$ cat config.mk
export PLATFORM = sky130hd
export DESIGN_NAME = ram_sc_be_arb
export DESIGN_NICKNAME = d
export VERILOG_FILES = /design/src/rtl/ram_sc_be_arb.sv
export SDC_FILE = /design/constraint.sdc
export NUM_CORES = 1
export LEC_CHECK = 0
export CORE_AREA = 8 8 145 147
export DETAILED_ROUTE_END_ITERATION = 10
export DIE_AREA = 0 0 153 155
export GPL_TIMING_DRIVEN = 1
export PLACE_DENSITY = 0.56
export RECOVER_POWER = 25
export SYNTH_ARGS = -nofsm -noshare
export SYNTH_HDL_FRONTEND = slang
export SYNTH_SLANG_ARGS = --single-unit
$ cat constraint.sdc
create_clock -name clk_in -period 4.05 [get_ports clk_in]
set_clock_uncertainty 0.15 [all_clocks]
set_input_delay 1.0125 -clock clk_in [delete_from_list [all_inputs] [get_ports clk_in]]
set_output_delay 1.0125 -clock clk_in [all_outputs]
set_load 0.01 [all_outputs]
$ cat src/rtl/ram_sc_be_arb.sv
// Two-client round-robin arbiter and read-response sequencer for a single-clock byte-enable RAM.
// Optional same-cycle write->read forwarding is enabled by defining RAM_SC_BE_ARB_FWD_EN.
module ram_sc_be_arb #(
  parameter int unsigned ADDR_NBITS = 5,
  parameter int unsigned NUM_SPANS  = 8,
  parameter int unsigned SPAN_NBITS = 8
) (
  input  logic                                        clk_in,
  input  logic                                        rstn_in,
  input  logic [1:0]                                  wrValid_in,
  output logic [1:0]                                  wrReady_out,
  input  logic [1:0][ADDR_NBITS-1:0]                  wrAddr_in,
  input  logic [1:0][SPAN_NBITS*NUM_SPANS-1:0]        wrData_in,
  input  logic [1:0][NUM_SPANS-1:0]                   wrBe_in,
  input  logic [1:0]                                  rdValid_in,
  output logic [1:0]                                  rdReady_out,
  input  logic [1:0][ADDR_NBITS-1:0]                  rdAddr_in,
  output logic [1:0]                                  rspValid_out,
  output logic [SPAN_NBITS*NUM_SPANS-1:0]             rspData_out,
  output logic [ADDR_NBITS-1:0]                       ramWriteAddr_out,
  output logic [SPAN_NBITS*NUM_SPANS-1:0]             ramWriteData_out,
  output logic [NUM_SPANS-1:0]                        ramWriteEnable_out,
  output logic [ADDR_NBITS-1:0]                       ramReadAddr_out,
  input  logic [SPAN_NBITS*NUM_SPANS-1:0]             ramReadData_in
);

  localparam int unsigned W = SPAN_NBITS * NUM_SPANS;

  logic       prio_w;
  logic       prio_r;
  logic [1:0] wr_gnt;
  logic [1:0] rd_gnt;
  logic       wr_sel;
  logic       rd_sel;
  logic       own_vld;
  logic       own_cli;

  // Grants are gated by reset so nothing reaches the RAM while rstn_in is low.
  always_comb begin
    wr_gnt = '0;
    rd_gnt = '0;
    if (rstn_in) begin
      unique case (wrValid_in)
        2'b01:   wr_gnt = 2'b01;
        2'b10:   wr_gnt = 2'b10;
        2'b11:   wr_gnt = prio_w ? 2'b10 : 2'b01;
        default: wr_gnt = '0;
      endcase
      unique case (rdValid_in)
        2'b01:   rd_gnt = 2'b01;
        2'b10:   rd_gnt = 2'b10;
        2'b11:   rd_gnt = prio_r ? 2'b10 : 2'b01;
        default: rd_gnt = '0;
      endcase
    end
  end

  assign wr_sel      = wr_gnt[1];
  assign rd_sel      = rd_gnt[1];
  assign wrReady_out = wr_gnt;
  assign rdReady_out = rd_gnt;

  assign ramWriteAddr_out   = (|wr_gnt) ? wrAddr_in[wr_sel] : '0;
  assign ramWriteData_out   = wrData_in[wr_sel];
  assign ramWriteEnable_out = (|wr_gnt) ? wrBe_in[wr_sel] : '0;
  assign ramReadAddr_out    = (|rd_gnt) ? rdAddr_in[rd_sel] : '0;

  always_ff @(posedge clk_in or negedge rstn_in) begin
    if (!rstn_in) begin
      prio_w  <= 1'b0;
      prio_r  <= 1'b0;
      own_vld <= 1'b0;
      own_cli <= 1'b0;
    end else begin
      if (|wr_gnt) prio_w <= ~wr_sel;
      if (|rd_gnt) prio_r <= ~rd_sel;
      own_vld <= |rd_gnt;
      own_cli <= rd_sel;
    end
  end

  assign rspValid_out = {own_vld & own_cli, own_vld & ~own_cli};

`ifdef RAM_SC_BE_ARB_FWD_EN
  logic                 fwd_vld;
  logic [W-1:0]         fwd_data;
  logic [NUM_SPANS-1:0] fwd_be;

  always_ff @(posedge clk_in or negedge rstn_in) begin
    if (!rstn_in) begin
      fwd_vld  <= 1'b0;
      fwd_data <= '0;
      fwd_be   <= '0;
    end else begin
      fwd_vld <= (|wr_gnt) && (|rd_gnt) && (wrAddr_in[wr_sel] == rdAddr_in[rd_sel]);
      if ((|wr_gnt) && (|rd_gnt) && (wrAddr_in[wr_sel] == rdAddr_in[rd_sel])) begin
        fwd_data <= wrData_in[wr_sel];
        fwd_be   <= wrBe_in[wr_sel];
      end
    end
  end

  // RAM returns pre-write data; overlay the spans the colliding write touched.
  always_comb begin
    rspData_out = ramReadData_in;
    if (fwd_vld) begin
      for (int unsigned s = 0; s < NUM_SPANS; s++) begin
        if (fwd_be[s]) rspData_out[s*SPAN_NBITS +: SPAN_NBITS] = fwd_data[s*SPAN_NBITS +: SPAN_NBITS];
      end
    end
  end
`else
  assign rspData_out = ramReadData_in;
`endif

endmodule

==> results.yml <==
route:
  drt-total-wl_um: 10700
  drt_iter0_markers: 35
  via_per_inst: 3.50
  wire_per_inst_um: 16.2
  ant_nets: 0
  num_vias: 2325
  drcViolationCount: 0
  drtPass1Iterations: 4
global_route:
  grt_use_met3_pct: 7.68
  busiest_layer: "met2"
  grt_max_degree: 34
  grt_use_met1_pct: 8.48
  grt_first_pass_wirelength_um: 15000
  grt_antenna_before_repair: 0
  grt_overflow: 0
  first_global_vias: 2463
  track_usage_pct: 8.08
  grt_use_met2_pct: 11.5
yosys:
  ys_top_cells_by_area: "mux2_4, buf_4, mux2_2"
  synthTopCellsByCount: "buf_4, mux2_4, nand2_1"
  yosysSeqAreaShare_pct: 5.00
  synth_cell_types: 23
  synth_top_area_share_pct: 36.8
  synthesis.nets: 455
  syn_avg_cell_area_um2: 9.05
  ys_seq_elements: 4
  synth_edf_count: 0
  yosysTopAreaCell: "mux2_4"
  synth.most_common_cell: "buf_4"
  yosys_warnings: 0
  netlist_instances: 221
  async_flop_share_pct: 100
  synth_area_um2: 2000
  synth_ff_type: "dfrtp_1"
timing:
  period_minus_slack_ns: 3.99
  drv_slew: 0
  holdWs_ns: 0.381
  fin_ws_ns: 0.0598
  finalSetupViolCount: 0
  rsz0062_at_grt: "false"
  worst_pin_slew_ns: 0.411
  relSlewSlack_pct: 72.4
  finalCritPeriodShare_pct: 98.5
  fmax_mhz: 251
  hold_violations: 0
place:
  portBuffers: 257
  place_congestion: 0.805
  dp_slack_ns: -0.0613
  dp.cells: 660
  placed_area_um2: 4440
  dp_hpwl_um: 9400
floorplanning:
  ios: 386
  chipWidth_um: 153
  core_um2: 19000
  rows: 51
  initial_core_util_pct: 10.6
  dieArea_um2: 23700
  die_h_um: 155
setup_path:
  cp_max_fo: 10
  rr_worst_depth: 3
  timing.rr.start: "prio_r"
  rrSetupSlack_ns: 2.79
  crit_buf_inv: 4
  cp.required_ns: 2.89
  end_kind: "primary output"
  crit_slowest_cell: "clkdlybuf4s50_1"
  crit_path_max_incr_delay_ns: 0.52
  cp.arrival_ns: 2.83
  worstSetupStartpoint: "wrValid_in[1]"
  cp-start-kind: "primary input"
  worst-setup-path-type: "in -> out"
  r2r-end: "own_cli"
  critPathTopFamily: "buffers and inverters"
  crit_path_end: "ramWriteData_out[56]"
  crit_top_cell: "clkdlybuf4s50_1"
  crit_chain: "clkdlybuf4s50_1 -> nand2_2 -> nor2_4 -> buf_12 -> buf_4 -> mux2_4 -> clkdlybuf4s50_1"
  worst-path-stages: 7
clock_tree:
  htreeDepth: 1
  cts.sinks: 4
  clkTransAtPathRegs_ns: 0.03
  cts_made_buffers: 3
  clock_path_buffers: 2
  clock-root-buffer: "clkbuf_16"
  clock_latency_ns: 0.22
  cts_tree: "done"
cells_and_area:
  final_area_um2: 4530
  multi_input_area_um2: 1260
  stdcell_count: 664
  regArea_um2: 100
  n_antenna_cell: 0
  nets: 662
  postLayoutCoreUtil_pct: 23.9
  fillCellCount: 2076
  syn2layout_area_growth_pct: 126
  drive_gt1_share_pct: 21.6
outcome:
  outcome: "finished clean"
run:
  max_cap_violations: 0
min_path:
  hp-class: "reg -> reg"
power:
  static-leakage-power_nw: 1.98
  irDropWorstVdd_v: 0.000100
  power.density_nw_per_um2: 160
[how the worst min path moves through the flow]
| stage | cells past startpoint | to | slack, ns | from |
|---|---|---|---|---|
| CTS | 1 | prio_r | 0.37 | prio_r |
| detailed placement | 1 | prio_r | 0.36 | prio_r |
| global placement | 1 | prio_r | 0.35 | prio_r |
| floorplan | 1 | prio_r | 0.33 | prio_r |
| finish | 1 | prio_r | 0.38 | prio_r |
| global route | 1 | prio_r | 0.39 | prio_r |
[state kept, by name (all words and copies together), names as in the netlist]
signal   count
own_cli      1
own_vld      1
prio_r       1
prio_w       1
[cells by family (layout without fill, tap and decap cells)]
logic type / count (synthesis) / count (layout) / synth area share [%]
AND/OR/NAND/NOR: 51 / 51 / 10.9
flip-flops: 4 / 4 / 5.00
multiplexers: 64 / 64 / 45.2
AO/OA/AOI/OAI: 22 / 22 / 6.88
buffers and inverters: 80 / 285 / 32.0
[where the power goes]
part	internal, W	total (W)	switching, W
clock network	0.000126	0.000152	0.0000263
logic	0.000349	0.000521	0.000171
registers	0.0000455	0.0000513	0.00000581
[cell usage in the layout (no fill, tap or decap), types with 4 or more instances in the layout]
master           count
dlygate4sd2_1       44
clkdlybuf4s50_1    197
mux2_4              49
buf_4               12
buf_6                7
o22ai_1             18
nor2_1               5
dfrtp_1              4
dlymetal6s2s_1      15
mux2_2              15
nand2_1             40
[routing by layer]
layer	vias up	part of all wire (%)
met5	-	0
li1	1103	-
met3	6	20
met1	971	38
met4	0	1.1
met2	245	41
[per-stage QoR]
step | TNS [ns] | total power [W]
CTS | -0.0456 | 0.000737
global route | 0 | 0.000767
finish | 0 | 0.000724
global placement | -2.22 | 0.000606
detailed placement | -1.25 | 0.000603
floorplan | 0 | 0.000325
[layout make-up]
| type | instances | area share, % |
|---|---|---|
| Clock buffer | 3 | 1.66 |
| Tap cell | 238 | 6.57 |
| Timing Repair Buffer | 280 | 61.5 |
| Multi-Input combinational cell | 137 | 27.8 |
| Inverter | 2 | 0.166 |
| Sequential cell | 4 | 2.21 |
[timing repair]
| action | in CTS | in global routing |
|---|---|---|
| endpoints found under the hold margin | 0 | 0 |
| hold buffers | 0 | 0 |
| buffers inserted | 0 | 1 |
| resized for setup | 50 | 18 |
| endpoints found under the setup margin | 57 | 27 |
No activity file was read; power rests on OpenSTA's default activity.
